`src/rtl/rhythm_pkg.sv`:
```
// Shared state encoding and scoring constants for the rhythm lane engine.
package rhythm_pkg;

  typedef enum logic [1:0] {
    ST_IDLE  = 2'd0,
    ST_RUN   = 2'd1,
    ST_DRAIN = 2'd2
  } state_e;

  localparam int PTS_PERFECT       = 3;
  localparam int PTS_GOOD          = 1;
  localparam int COMBO_MULT_THRESH = 16;

endpackage

```
`src/rtl/rhythm_lane_engine_lane_judge.sv`:
```
// One lane column: key rising-edge detect and the perfect/good/miss decision
// against the pre-shift bottom two rows. Decisions are combinational; the top registers them.
module lane_judge (
  input  logic clk_i,
  input  logic rst_i,
  input  logic active_i,
  input  logic scroll_tick_i,
  input  logic key_i,
  input  logic bottom_i,
  input  logic row_good_i,
  output logic perfect_o,
  output logic good_o,
  output logic miss_o
);

  logic key_q;
  logic key_edge;

  always_ff @(posedge clk_i) begin
    if (rst_i) key_q <= 1'b0;
    else       key_q <= key_i;
  end

  assign key_edge  = key_i & ~key_q;
  assign perfect_o = active_i & key_edge & bottom_i;
  assign good_o    = active_i & key_edge & ~bottom_i & row_good_i;
  // A bottom note hit this cycle is cleared before the shift, so it never misses.
  assign miss_o    = active_i & scroll_tick_i & bottom_i & ~key_edge;

endmodule

```
`src/rtl/rhythm_lane_engine.sv`:
```
// Falling-note matrix, per-lane judging, score/combo tracking and game FSM.
// Define RHYTHM_COMBO_MULT_EN to double perfect points once combo reaches the threshold.
module rhythm_lane_engine
  import rhythm_pkg::*;
#(
  parameter int NUM_LANES = 4,
  parameter int DEPTH     = 16,
  parameter int SCORE_W   = 32,
  parameter int COMBO_W   = 8
) (
  input  logic                          clk_50m,
  input  logic                          rst,
  input  logic                          game_active,
  input  logic                          scroll_tick,
  input  logic                          note_valid,
  input  logic [NUM_LANES-1:0]          new_note,
  input  logic [NUM_LANES-1:0]          key_press,
  output logic [DEPTH*NUM_LANES-1:0]    lane_rows,
  output logic [SCORE_W-1:0]            score,
  output logic [COMBO_W-1:0]            combo,
  output logic [COMBO_W-1:0]            max_combo,
  output logic [NUM_LANES-1:0]          hit_perfect,
  output logic [NUM_LANES-1:0]          hit_good,
  output logic [NUM_LANES-1:0]          miss,
  output logic [1:0]                    state,
  output logic                          game_done
);

  state_e                       state_q;
  logic                         game_active_q;
  logic                         game_done_q;
  logic [DEPTH*NUM_LANES-1:0]   matrix_q, matrix_d, judged;
  logic [SCORE_W-1:0]           score_q, score_d;
  logic [COMBO_W-1:0]           combo_q, combo_d, max_combo_q;
  logic [NUM_LANES-1:0]         perfect_q, good_q, miss_q;
  logic [NUM_LANES-1:0]         perf_c, good_c, miss_c;
  logic [NUM_LANES-1:0]         bottom, row_good, row0_in;
  logic [SCORE_W:0]             score_sum;
  logic [COMBO_W:0]             combo_sum;
  logic                         active;
  int                           pts, hits, perf_pts;

  assign active   = (state_q == ST_RUN) || (state_q == ST_DRAIN);
  assign bottom   = matrix_q[(DEPTH-1)*NUM_LANES +: NUM_LANES];
  assign row_good = matrix_q[(DEPTH-2)*NUM_LANES +: NUM_LANES];
  assign row0_in  = (state_q == ST_RUN && note_valid) ? new_note : '0;

  for (genvar l = 0; l < NUM_LANES; l++) begin : g_lane
    lane_judge u_judge (
      .clk_i         (clk_50m),
      .rst_i         (rst),
      .active_i      (active),
      .scroll_tick_i (scroll_tick),
      .key_i         (key_press[l]),
      .bottom_i      (bottom[l]),
      .row_good_i    (row_good[l]),
      .perfect_o     (perf_c[l]),
      .good_o        (good_c[l]),
      .miss_o        (miss_c[l])
    );
  end

  // Judged notes are removed first, then the shift sees the cleaned matrix.
  always_comb begin
    judged = matrix_q;
    judged[(DEPTH-1)*NUM_LANES +: NUM_LANES] = bottom & ~perf_c;
    judged[(DEPTH-2)*NUM_LANES +: NUM_LANES] = row_good & ~good_c;
    matrix_d = matrix_q;
    if (active) begin
      matrix_d = judged;
      if (scroll_tick) matrix_d = {judged[(DEPTH-1)*NUM_LANES-1:0], row0_in};
    end
  end

  always_comb begin
    pts  = 0;
    hits = 0;
`ifdef RHYTHM_COMBO_MULT_EN
    perf_pts = (int'(combo_q) >= COMBO_MULT_THRESH) ? 2 * PTS_PERFECT : PTS_PERFECT;
`else
    perf_pts = PTS_PERFECT;
`endif
    for (int l = 0; l < NUM_LANES; l++) begin
      if (perf_c[l]) begin pts += perf_pts; hits++; end
      if (good_c[l]) begin pts += PTS_GOOD; hits++; end
    end
    score_sum = {1'b0, score_q} + (SCORE_W+1)'(pts);
    score_d   = score_sum[SCORE_W] ? '1 : score_sum[SCORE_W-1:0];
    combo_sum = {1'b0, combo_q} + (COMBO_W+1)'(hits);
    combo_d   = combo_sum[COMBO_W] ? '1 : combo_sum[COMBO_W-1:0];
    if (|miss_c) combo_d = '0;
  end

  always_ff @(posedge clk_50m) begin
    if (rst) begin
      state_q       <= ST_IDLE;
      game_active_q <= 1'b0;
      game_done_q   <= 1'b0;
      matrix_q      <= '0;
      score_q       <= '0;
      combo_q       <= '0;
      max_combo_q   <= '0;
      perfect_q     <= '0;
      good_q        <= '0;
      miss_q        <= '0;
    end else begin
      game_active_q <= game_active;
      game_done_q   <= 1'b0;
      matrix_q      <= matrix_d;
      perfect_q     <= perf_c;
      good_q        <= good_c;
      miss_q        <= miss_c;
      if (active) begin
        score_q <= score_d;
        combo_q <= combo_d;
        if (combo_d > max_combo_q) max_combo_q <= combo_d;
      end
      case (state_q)
        ST_IDLE: if (game_active && !game_active_q) begin
          state_q     <= ST_RUN;
          score_q     <= '0;
          combo_q     <= '0;
          max_combo_q <= '0;
        end
        ST_RUN: if (!game_active) state_q <= ST_DRAIN;
        ST_DRAIN: if (matrix_q == '0) begin
          state_q     <= ST_IDLE;
          game_done_q <= 1'b1;
        end
        default: state_q <= ST_IDLE;
      endcase
    end
  end

  assign lane_rows   = matrix_q;
  assign score       = score_q;
  assign combo       = combo_q;
  assign max_combo   = max_combo_q;
  assign hit_perfect = perfect_q;
  assign hit_good    = good_q;
  assign miss        = miss_q;
  assign state       = state_q;
  assign game_done   = game_done_q;

endmodule

```
`config.mk`:
```
export PLATFORM = sky130hd
export DESIGN_NAME = rhythm_lane_engine
export DESIGN_NICKNAME = d
export VERILOG_FILES = /design/src/rtl/rhythm_pkg.sv /design/src/rtl/rhythm_lane_engine_lane_judge.sv /design/src/rtl/rhythm_lane_engine.sv
export SDC_FILE = /design/constraint.sdc
export NUM_CORES = 1
export LEC_CHECK = 0
export CORE_ASPECT_RATIO = 0.6
export CORE_MARGIN = 5
export CORE_UTILIZATION = 38
export DETAILED_ROUTE_END_ITERATION = 8
export GPL_TIMING_DRIVEN = 1
export HOLD_SLACK_MARGIN = 0.08
export PLACE_DENSITY = 0.74
export SLEW_MARGIN = 10
export SYNTH_ARGS = -nofsm -noshare
export SYNTH_HDL_FRONTEND = slang
export SYNTH_HIERARCHICAL = 1
export SYNTH_SLANG_ARGS = --single-unit
```
`constraint.sdc`:
```
create_clock -name clk_50m -period 10.5 [get_ports clk_50m]
set_input_delay 3.15 -clock clk_50m [delete_from_list [all_inputs] [get_ports clk_50m]]
set_output_delay 3.15 -clock clk_50m [all_outputs]
set_load 0.01 [all_outputs]
```
==> out/metrics.yaml, run 1 <==
yosys:
  ys_top_cells_by_count: "156 x nand2_1, 132 x dfxtp_1, 89 x a21oi_1"
  syn_area_per_cell_um2: 8.18
  synthArstFlopShare: 0
  synth_warnings: 6
  synth_area_mm2: 0.00732
  yosysMostFrequentCell: "nand2_1"
  ys_ff_latch: 132
  yosysTopAreaCell: "dfxtp_1"
  synthTopCellsByArea: "dfxtp_1 36%, nand2_1 8.0%, ha_1 7.5%, a21oi_1 6.1%, xnor2_1 3.1%"
  syn-instance-count: 895
  synthFlopType: "dfxtp_1"
  synth_edf_count: 0
  synth_top_area_share: 0.361
  yosysSeqAreaShare: 0.361
  ys_types: 78
critical_path:
  cp.arrival_ns: 10.38
  cp_top_family: "compound AO/OA/AOI/OAI gates"
  cpMostUsedCell: "ha_1"
  timing.rr.end: "max_combo[0]$_SDFF_PP0_"
  end_kind: "register"
  cp.required_ns: 10.82
  cp-start-kind: "input port"
  max_stage_delay_ns: 0.54
  critical_path_buf_inv_count: 4
  critPathMaxFanout: 7
  worst_r2r_path_depth: 40
  critPathSlowestCell: "clkdlybuf4s50_1"
  crit_type: "input port to register"
  r2r_setup_slack_ns: 2.48
  startpoint: "key_press[0]"
  rr_startpoint: "state[0]$_SDFFE_PP0P_"
clocking:
  h-tree-depth: 4
  tritoncts: "done"
  cts_sinks: 132
  cts.clk_slew.worst_paths_ns: 0.06
  cts_buffer_depth: 2
  numCtsBuffers: 17
  clk_latency_ns: 0.42
  root_buffer: "clkbuf_16"
layout:
  finalInstanceArea_mm2: 0.00971
  area_growth_pct: 32.7
  layout.nets: 1101
  drive_above_1_share: 0.105
  antenna_cells: 0
  nFillCells: 1690
sta:
  max_freq_mhz: 99.4
  fin_skew_ns: 0.0118
  hold_viol_final: 0
  period_share: 0.958
  drv_slew: 0
  min_period_ns: 10.06
  report.final.setup_viol: 0
  fin_hold_ws_ns: 0.491
  max_slew_margin: 0.176
  worst_pin_slew_ns: 1.24
global_routing:
  grt_pass1_vias: 6567
  grt_pass1_wl_um: 35100
  grt_start_max_net_pins: 87
  grt-ovfl-total: 0
  track_usage: 0.190
  antenna_found_initial: 0
pwr:
  p_sw_frac: 0.341
  p_comb_frac: 0.279
  peakVddDrop_v: 0.0000997
  switching_power_w: 0.000543
  cell_internal_pwr_w: 0.00105
  p_seq_frac: 0.349
  power.density_mw_per_mm2: 164
  p_clk_frac: 0.373
  leakage_nw: 3.53
placement:
  place.gp.congestion: 0.893
  place_area_mm2: 0.00906
  io_buffers: 139
  dp_hpwl_um: 15300
route:
  avgViaCountPerCell: 5.35
  dr.pass1.iters: 6
  wl_per_cell_um: 16.4
  wl_um: 21300
  drtIter0Drc: 522
  via_count: 6964
  route.detailed.drc: 0
  ant_nets: 0
die:
  initial_utilization: 0.386
  die-area_mm2: 0.0222
  die-width_um: 189
  coreArea_mm2: 0.0190
  boundaryPins: 140
  die_h_um: 118
  fp-row-count: 39
worst_hold_path:
  hold_depth: 2
  min-delay-start: "lane_rows[32]$_SDFFE_PP0P_"
  hold_path_end: "lane_rows[36]$_SDFFE_PP0P_"
  min_path_type: "register to register"
run_status:
  status: "finished, final reports clean"
flow_run:
  drv_cap: 0
## worst reg2reg max path: cells and delay by family, from the launching register on
family,cells,cell delay (ns)
flip-flops,1,0.40
AO/OA/AOI/OAI,16,2.61
AND/OR/NAND/NOR,9,1.03
multiplexers,2,0.47
buffers and inverters,5,0.92
adder cells (fa/ha/maj),8,2.49
## power by group through the flow
stage          sequential, W  combinational [W]  clock, W
6_report            0.000555           0.000444  0.000593
4_1_cts             0.000555           0.000420  0.000604
3_5_place_dp        0.000566           0.000417         0
5_1_grt             0.000560           0.000488  0.000626
2_1_floorplan       0.000572           0.000270         0
3_3_place_gp        0.000565           0.000411         0
## stage by stage
step	util	setup slack (ns)	std cells	power, W	setup TNS, ns
final	0.512	0.439	1301	0.00159	0
after global routing	0.512	-0.0112	1301	0.00167	-0.0236
after CTS	0.508	0.106	1299	0.00158	0
after detailed placement	0.477	-0.315	1267	0.000983	-2.17
after global placement	0.477	0.0176	1267	0.000976	0
after floorplan	-	0.222	899	0.000842	0
## how the worst max path moves through the flow
stage	slack (ns)	to	cells after the start
after detailed placement	-0.32	max_combo[1]$_SDFF_PP0_	37
after CTS	0.11	max_combo[1]$_SDFF_PP0_	37
after floorplan	0.22	max_combo[0]$_SDFF_PP0_	38
after global routing	-0.01	max_combo[3]$_SDFF_PP0_	38
after global placement	0.02	max_combo[4]$_SDFF_PP0_	37
final	0.44	max_combo[0]$_SDFF_PP0_	38
## repair_timing
| action | 4_1_cts | 5_1_grt |
|---|---|---|
| setup endpoints to repair | 0 | 8 |
| setup buffers | 0 | 1 |
| endpoints found under the hold margin | 0 | 0 |
| gates resized for setup | 0 | 9 |
| hold buffers | 0 | 0 |
## flip-flops by register name, indices dropped and copies added (netlist names)
| name | count |
|---|---|
| lane_rows | 64 |
| score | 32 |
| combo | 8 |
| max_combo | 8 |
| g_lane.u_judge/key_q | 4 |
| hit_good | 4 |
| hit_perfect | 4 |
| miss | 4 |
| state | 2 |
| game_active_q | 1 |
| game_done | 1 |
## layout make-up
cell class	count	area, µm²	share of cell area
Clock buffer	21	470	0.0484
Clock inverter	11	115	0.0119
Inverter	36	135	0.0139
Multi-Input combinational cell	686	4430	0.456
Sequential cell	132	2640	0.272
Tap cell	246	308	0.0317
Timing Repair Buffer	169	1610	0.166
## cells in the final DEF, fill, tap and decap left out, types with 7 or more instances in the layout
cell,count
a21oi_1,88
nand3_1,25
nor2_1,59
nor2b_1,18
o21ai_0,31
a31oi_1,15
a21o_1,11
inv_1,33
a211oi_1,7
nand4_1,13
clkbuf_16,17
buf_4,30
dfxtp_1,132
xnor2_1,25
nor4_1,21
clkdlybuf4s50_1,138
mux2i_1,10
xor2_1,17
a22oi_1,9
nand2_1,156
ha_1,43
nor3_1,16
## metal layers
metal	vias up	share of wire	track usage
li1	3458	-	-
met1	3257	0.50	0.283
met2	235	0.41	0.269
met3	14	0.080	0.0539
met4	0	0.0093	0.0437
met5	-	0	0
## logic make-up (layout without fill, tap and decap cells)
logic type / Yosys count / after routing / synth area share
AO/OA/AOI/OAI: 213 / 214 / 0.181
XOR/XNOR: 49 / 49 / 0.0689
adder cells (fa/ha/maj): 48 / 48 / 0.0834
buffers and inverters: 82 / 237 / 0.0439
flip-flops: 132 / 132 / 0.361
multiplexers: 14 / 14 / 0.0203
other: 1 / 5 / 0.000512
AND/OR/NAND/NOR: 356 / 356 / 0.241
Note: power is estimated with default switching activity, not from simulation.
==> inputs of run 2 (changes only) <==
- REMOVE_ABC_BUFFERS: not set -> 1
==> run 2 against run 1 <==
Compared with the run above: non-clock buffer count decreased by 1; critical endpoint unchanged; sequential share of layout area down 0.063 points; final cell count is essentially flat; first-iteration DRC count is 7.3% lower; largest power group unchanged; power grew 0.29%; count of clock-buffer cells in the layout shrank 4; clock power is 3% higher; critical path type unchanged; hold slack worse by 0.0022 ns; largest cell class unchanged.
==> out/metrics.yaml, run 2 (same netlist as run 1, synthesis figures left out) <==
run_status:
  status: "finished, final reports clean"
clocking:
  cts_buffer_depth: 2  # unchanged
  numCtsBuffers: 17  # unchanged
  cts.clk_slew.worst_paths_ns: 0.07  # about the same
  cts_sinks: 132  # unchanged
  root_buffer: "clkbuf_16"
  h-tree-depth: 4  # unchanged
  hold_buffers: 0  # unchanged
  clk_latency_ns: 0.43  # about the same
  tritoncts: "done"
placement:
  io_buffers: 139  # unchanged
  dp_hpwl_um: 15100  # -0.97%
  place.gp.congestion: 0.851  # -4.7%
sta:
  max_slew_margin: 0.165  # -0.0110
  max_freq_mhz: 98.9  # -0.51%
  min_period_ns: 10.11  # +0.0520 ns
  fin_setup_tns_ns: 0  # unchanged
  fin_hold_ws_ns: 0.489  # -0.00222 ns
  report.final.setup_viol: 0  # unchanged
  drv_slew: 0  # unchanged
  period_share: 0.963  # +0.00495
  hold_viol_final: 0  # unchanged
  fin_skew_ns: 0.0165  # +0.00468 ns
  worst_pin_slew_ns: 1.25  # +0.0165 ns
die:
  die-area_mm2: 0.0222  # unchanged
  boundaryPins: 140  # unchanged
  fp-row-count: 39  # unchanged
  die_h_um: 118  # unchanged
  initial_utilization: 0.386  # unchanged
  die-width_um: 189  # unchanged
  coreArea_mm2: 0.0190  # unchanged
layout:
  antenna_cells: 0  # unchanged
  nFillCells: 1766  # +4.5%
  final_common_cell: "nand2_1"
  postLayoutCoreUtil: 0.513  # +0.00119
  largest_register_ffs: 64  # unchanged
  area_growth_pct: 33.0
  drive_above_1_share: 0.107  # +0.00200
  most-common-layout-cells: "156 x nand2_1, 138 x clkdlybuf4s50_1, 132 x dfxtp_1, 87 x a21oi_1, 59 x nor2_1"
  layout.nets: 1100  # -0.091%
pwr:
  peakVddDrop_v: 0.000113  # +13%
  total_power_w: 0.00160  # +0.29%
  leakage_nw: 3.54  # about the same
  power.density_mw_per_mm2: 164  # about the same
route:
  met3RoutedLength_um: 1600  # -5.6%
  met1Wirelength_um: 10400  # -2.6%
  via_count: 6875  # -1.3%
  met2WireLength_um: 8640  # -1.0%
  wl_um: 20800  # -2.3%
  wl_per_cell_um: 16.0  # -2.2%
  drtIter0Drc: 484  # -7.3%
  avgViaCountPerCell: 5.29  # -1.2%
  route.detailed.drc: 0  # unchanged
  dr.pass1.iters: 5  # -1
  ant_nets: 0  # unchanged
  maxUsedRoutingLayer: "met4"
critical_path:
  crit_type: "input port to register"
  cp.arrival_ns: 10.44  # +0.06 ns
  critPathSlowestCell: "clkdlybuf4s50_1"
  cp-start-kind: "input port"
  max_stage_delay_ns: 0.53  # about the same
  end_kind: "register"
  critPathMaxFanout: 7  # unchanged
  cpMostUsedCell: "ha_1"
  cp.required_ns: 10.82  # about the same
global_routing:
  track_usage: 0.183  # -0.00659
  grt_pass1_vias: 6373  # -3.0%
  grt_start_max_net_pins: 86  # -1.1%
  antenna_found_initial: 0  # unchanged
  grt_pass1_wl_um: 33700  # -4.0%
  grt-ovfl-total: 0  # unchanged
worst_hold_path:
  min_path_type: "register to register"
flow_run:
  drv_cap: 0  # unchanged
==> run 2: routing by layer <==
metal  vias up  track usage
li1       3452            -
met1      3200        0.272
met2       209        0.255
met3        14       0.0605
met4         0       0.0414
met5         -            0
==> run 2: through the flow <==
step	setup WS [ns]	std cells	area [µm²]
final	0.387	1300	9730
after global routing	-0.0572	1300	9730
after CTS	0.154	1299	9670
after detailed placement	-0.235	1267	9060
after global placement	0.00355	1267	9060
after floorplan	0.249	853	7150
==> run 2: report_power, final <==
group          internal [W]  leakage (nW)  total [W]  switching, W
Combinational      0.000166          2.18   0.000435      0.000269
Sequential         0.000529          1.07   0.000554     0.0000253
Clock              0.000342         0.291   0.000608      0.000267
==> run 2: worst max-delay path: cells and delay by family <==
family                   cells  cell delay, ns
AND/OR/NAND/NOR              9            1.07
buffers and inverters        4            0.81
AO/OA/AOI/OAI               16            2.63
multiplexers                 2            0.46
adder cells (fa/ha/maj)      8            2.30
==> run 2: worst paths after layout <==
| kind | slack, ns | cells after the start | to | startpoint |
|---|---|---|---|---|
| hold / removal | 0.49 | 2 | lane_rows[20]$_SDFFE_PP0P_ | lane_rows[16]$_SDFFE_PP0P_ |
| setup / recovery | 0.39 | 39 | max_combo[0]$_SDFF_PP0_ | key_press[0] |
| hold reg to reg | 0.49 | 2 | lane_rows[20]$_SDFFE_PP0P_ | lane_rows[16]$_SDFFE_PP0P_ |
| setup reg to reg | 2.58 | 40 | max_combo[0]$_SDFF_PP0_ | state[0]$_SDFFE_PP0P_ |
==> run 2: timing repair <==
action / CTS / global route
endpoints found under the setup margin: 0 / 8
buffers inserted: 0 / 0
endpoints found under the hold margin: 0 / 0
gates resized for setup: 0 / 11
==> run 2: final cells by class <==
type,count,area [µm²],area share
multi-input combinational,686,4440,0.456
sequential,132,2640,0.271
timing repair buffer,168,1600,0.165
clock buffer,17,425,0.0437
tap,246,308,0.0316
clock inverter,15,183,0.0188
inverter,36,135,0.0139
==> inputs of run 3 (changes only) <==
- SYNTH_HIERARCHICAL: 1 -> not set
==> run 3 against run 2 <==
Compared with the run above: count of clock-buffer cells in the layout grew 1; clock power up 4.3%; hold slack hardly changed; largest power group unchanged; clock skew hardly changed; critical path type unchanged; critical path depth fell by 2; area after synthesis is 4.0% lower; die area fell by 3.7%; largest cell class unchanged; utilization grew 0.18 points; sequential power shrank 6.7%; combinational power decreased by 65%; synthesized cell count fell by 3.9%.
==> out/metrics.yaml, run 3 <==
critical_path:
  cp_top_family: "simple AND/OR/NAND/NOR gates"
  rr_startpoint: "state[0]$_SDFFE_PP0P_"
  critPathMaxFanout: 7  # unchanged
  cpMostUsedCell: "ha_1"
  cp-start-kind: "input port"
  critical_path_buf_inv_count: 5  # +1
  end_kind: "register"
  critPathSlowestCell: "or4b_4"
  cp.required_ns: 10.76  # -0.06 ns
  max_stage_delay_ns: 0.54  # about the same
  startpoint: "key_press[0]"
  crit_type: "input port to register"
  cp.arrival_ns: 10.28  # -0.16 ns
  r2r_setup_slack_ns: 2.75  # +0.17 ns
route:
  wl_per_cell_um: 16.5  # +2.9%
  met2WireLength_um: 8270  # -4.3%
  met3RoutedLength_um: 1480  # -7.5%
  avgViaCountPerCell: 5.33  # +0.84%
  via_count: 6634  # -3.5%
  dr.pass1.iters: 5  # unchanged
  met1Wirelength_um: 10600  # +2.5%
  route.detailed.drc: 0  # unchanged
  ant_nets: 0  # unchanged
  drtIter0Drc: 495  # +2.3%
  wl_um: 20500  # -1.5%
  maxUsedRoutingLayer: "met5"
yosys:
  synthArstFlopShare: 0  # unchanged
  yosysMostFrequentCell: "nand2_1"
  ys_ff_latch: 132  # unchanged
  synth_top_area_share: 0.376  # +0.0149
  syn-instance-count: 860  # -3.9%
  yosysTopAreaCell: "dfxtp_1"
  syn_area_per_cell_um2: 8.17  # about the same
  synth_warnings: 0  # -6
  yosysSeqAreaShare: 0.376  # +0.0149
  ys_top_cells_by_count: "146 x nand2_1, 132 x dfxtp_1, 95 x a21oi_1"
  synth_area_mm2: 0.00703  # -4.0%
  ys_types: 67  # -14%
  synth_edf_count: 0  # unchanged
  synthTopCellsByArea: "dfxtp_1 38%, nand2_1 7.8%, ha_1 7.7%, a21oi_1 6.8%, xnor2_1 3.9%"
  synthFlopType: "dfxtp_1"
global_routing:
  grt_start_max_net_pins: 62  # -28%
  grt_pass1_vias: 6105  # -4.2%
  grt_pass1_wl_um: 32400  # -3.7%
  grt-ovfl-total: 0  # unchanged
  track_usage: 0.186  # +0.00302
  antenna_found_initial: 1  # +1
sta:
  worst_pin_slew_ns: 1.18  # -0.0757 ns
  fin_ws_ns: 0.475  # +0.0889 ns
  drv_slew: 0  # unchanged
  period_share: 0.955  # -0.00847
  max_freq_mhz: 99.8  # +0.89%
  hold_viol_final: 0  # unchanged
  max_slew_margin: 0.216  # +0.0505
  min_period_ns: 10.02  # -0.0889 ns
  report.final.setup_viol: 0  # unchanged
  fin_skew_ns: 0.0169  # +0.000395 ns
die:
  die-width_um: 186  # -1.9%
  boundaryPins: 140  # unchanged
  die_h_um: 115  # -1.8%
  fp-row-count: 38  # -2.6%
  coreArea_mm2: 0.0181  # -4.6%
  initial_utilization: 0.388  # +0.00243
  die-area_mm2: 0.0214  # -3.7%
placement:
  post-place-ws_ns: -0.391  # -0.156 ns
  place.gp.congestion: 0.946  # +11%
  place_area_mm2: 0.00863  # -4.7%
  io_buffers: 139  # unchanged
  dp_cells: 1211  # -4.4%
  dp_hpwl_um: 14700  # -2.6%
clocking:
  numCtsBuffers: 17  # unchanged
  cts.clk_slew.worst_paths_ns: 0.07  # about the same
  cts_sinks: 132  # unchanged
  root_buffer: "clkbuf_16"
  clk_latency_ns: 0.42  # about the same
  cts_buffer_depth: 2  # unchanged
  h-tree-depth: 4  # unchanged
  cts_setup_buffers: 0  # unchanged
  tritoncts: "done"
pwr:
  leakage_nw: 3.50  # -0.96%
  peakVddDrop_v: 0.000106  # -5.9%
  total_power_w: 0.00130  # -19%
  power.density_mw_per_mm2: 140  # -15%
flow_run:
  drv_cap: 0  # unchanged
layout:
  largest_register_ffs: 64  # unchanged
  most-common-layout-cells: "145 x nand2_1, 138 x clkdlybuf4s50_1, 132 x dfxtp_1, 93 x a21oi_1, 64 x nor2_1"
  nFillCells: 1673  # -5.3%
  area_growth_pct: 32.6
  layout.cells.non_filler: 1244  # -4.3%
  finalInstanceArea_mm2: 0.00932  # -4.2%
  final_common_cell: "nand2_1"
  layout.nets: 1049  # -4.6%
  drive_above_1_share: 0.0857  # -0.0216
  antenna_cells: 0  # unchanged
run_status:
  status: "finished, final reports clean"
worst_hold_path:
  min_path_type: "register to register"
  min-delay-start: "lane_rows[43]$_SDFFE_PP0P_"
-- run 3: what timing repair did --
item	CTS	global route
hold buffers	0	0
endpoints found under the hold margin	0	0
resized for setup	1	15
cloned	0	1
setup endpoints to repair	7	8
-- run 3: logic make-up (layout without fill, tap and decap cells) --
family                     Yosys count  in the layout  synth area share
muxes                               17             17            0.0265
other                                1              7          0.000533
AOI/OAI and AO/OA                  203            203             0.176
and+or+nand+nor                    341            342             0.229
DFF                                132            132             0.376
adders and majority gates           45             45            0.0822
xor gates and xnor gates            45             45            0.0621
buffers and inverters               76            213            0.0473
-- run 3: layout make-up --
class,instances,area [µm²],share of cell area
well taps,240,300,0.0322
inverters,25,93.8,0.0101
flip-flops and latches,132,2640,0.283
clock inverters,14,189,0.0203
repair buffers,156,1510,0.162
multi-input cells,659,4150,0.446
clock buffers,18,429,0.0460
-- run 3: power breakdown --
part           switching (W)  internal [W]  leakage, nW
clock network       0.000252      0.000382        0.297
registers         0.00000775      0.000509         1.07
logic              0.0000947     0.0000561         2.14
total               0.000354      0.000947         3.50
-- run 3: final timing paths --
path	cells past startpoint	endpoint
setup / recovery	37	max_combo[0]$_SDFF_PP0_
hold / removal	2	lane_rows[47]$_SDFFE_PP0P_
setup reg to reg	34	max_combo[0]$_SDFF_PP0_
hold reg to reg	2	lane_rows[47]$_SDFFE_PP0P_
-- run 3: per-layer routing --
layer,GRT usage,up-vias
met3,0.0509,12
li1,-,3293
met4,0.0325,2
met2,0.254,210
met1,0.292,3117
met5,0,-
-- run 3: worst register-to-register path, delay by kind of cell (launching register included) --
kind                       cells  cell delay, ns
buffers and inverters          5            0.92
AOI/OAI and AO/OA              6            0.92
DFF                            1            0.42
adders and majority gates      8            2.29
muxes                          3            0.74
and+or+nand+nor               12            2.31
-- run 3: metrics by stage --
step                TNS [ns]  hold WS [ns]  utilization
floorplan                  0         0.493            -
global placement     -0.0853         0.471        0.477
detailed placement     -2.59         0.483        0.477
CTS                        0         0.492        0.511
global route          -0.294         0.511        0.515
finish                     0         0.489        0.515
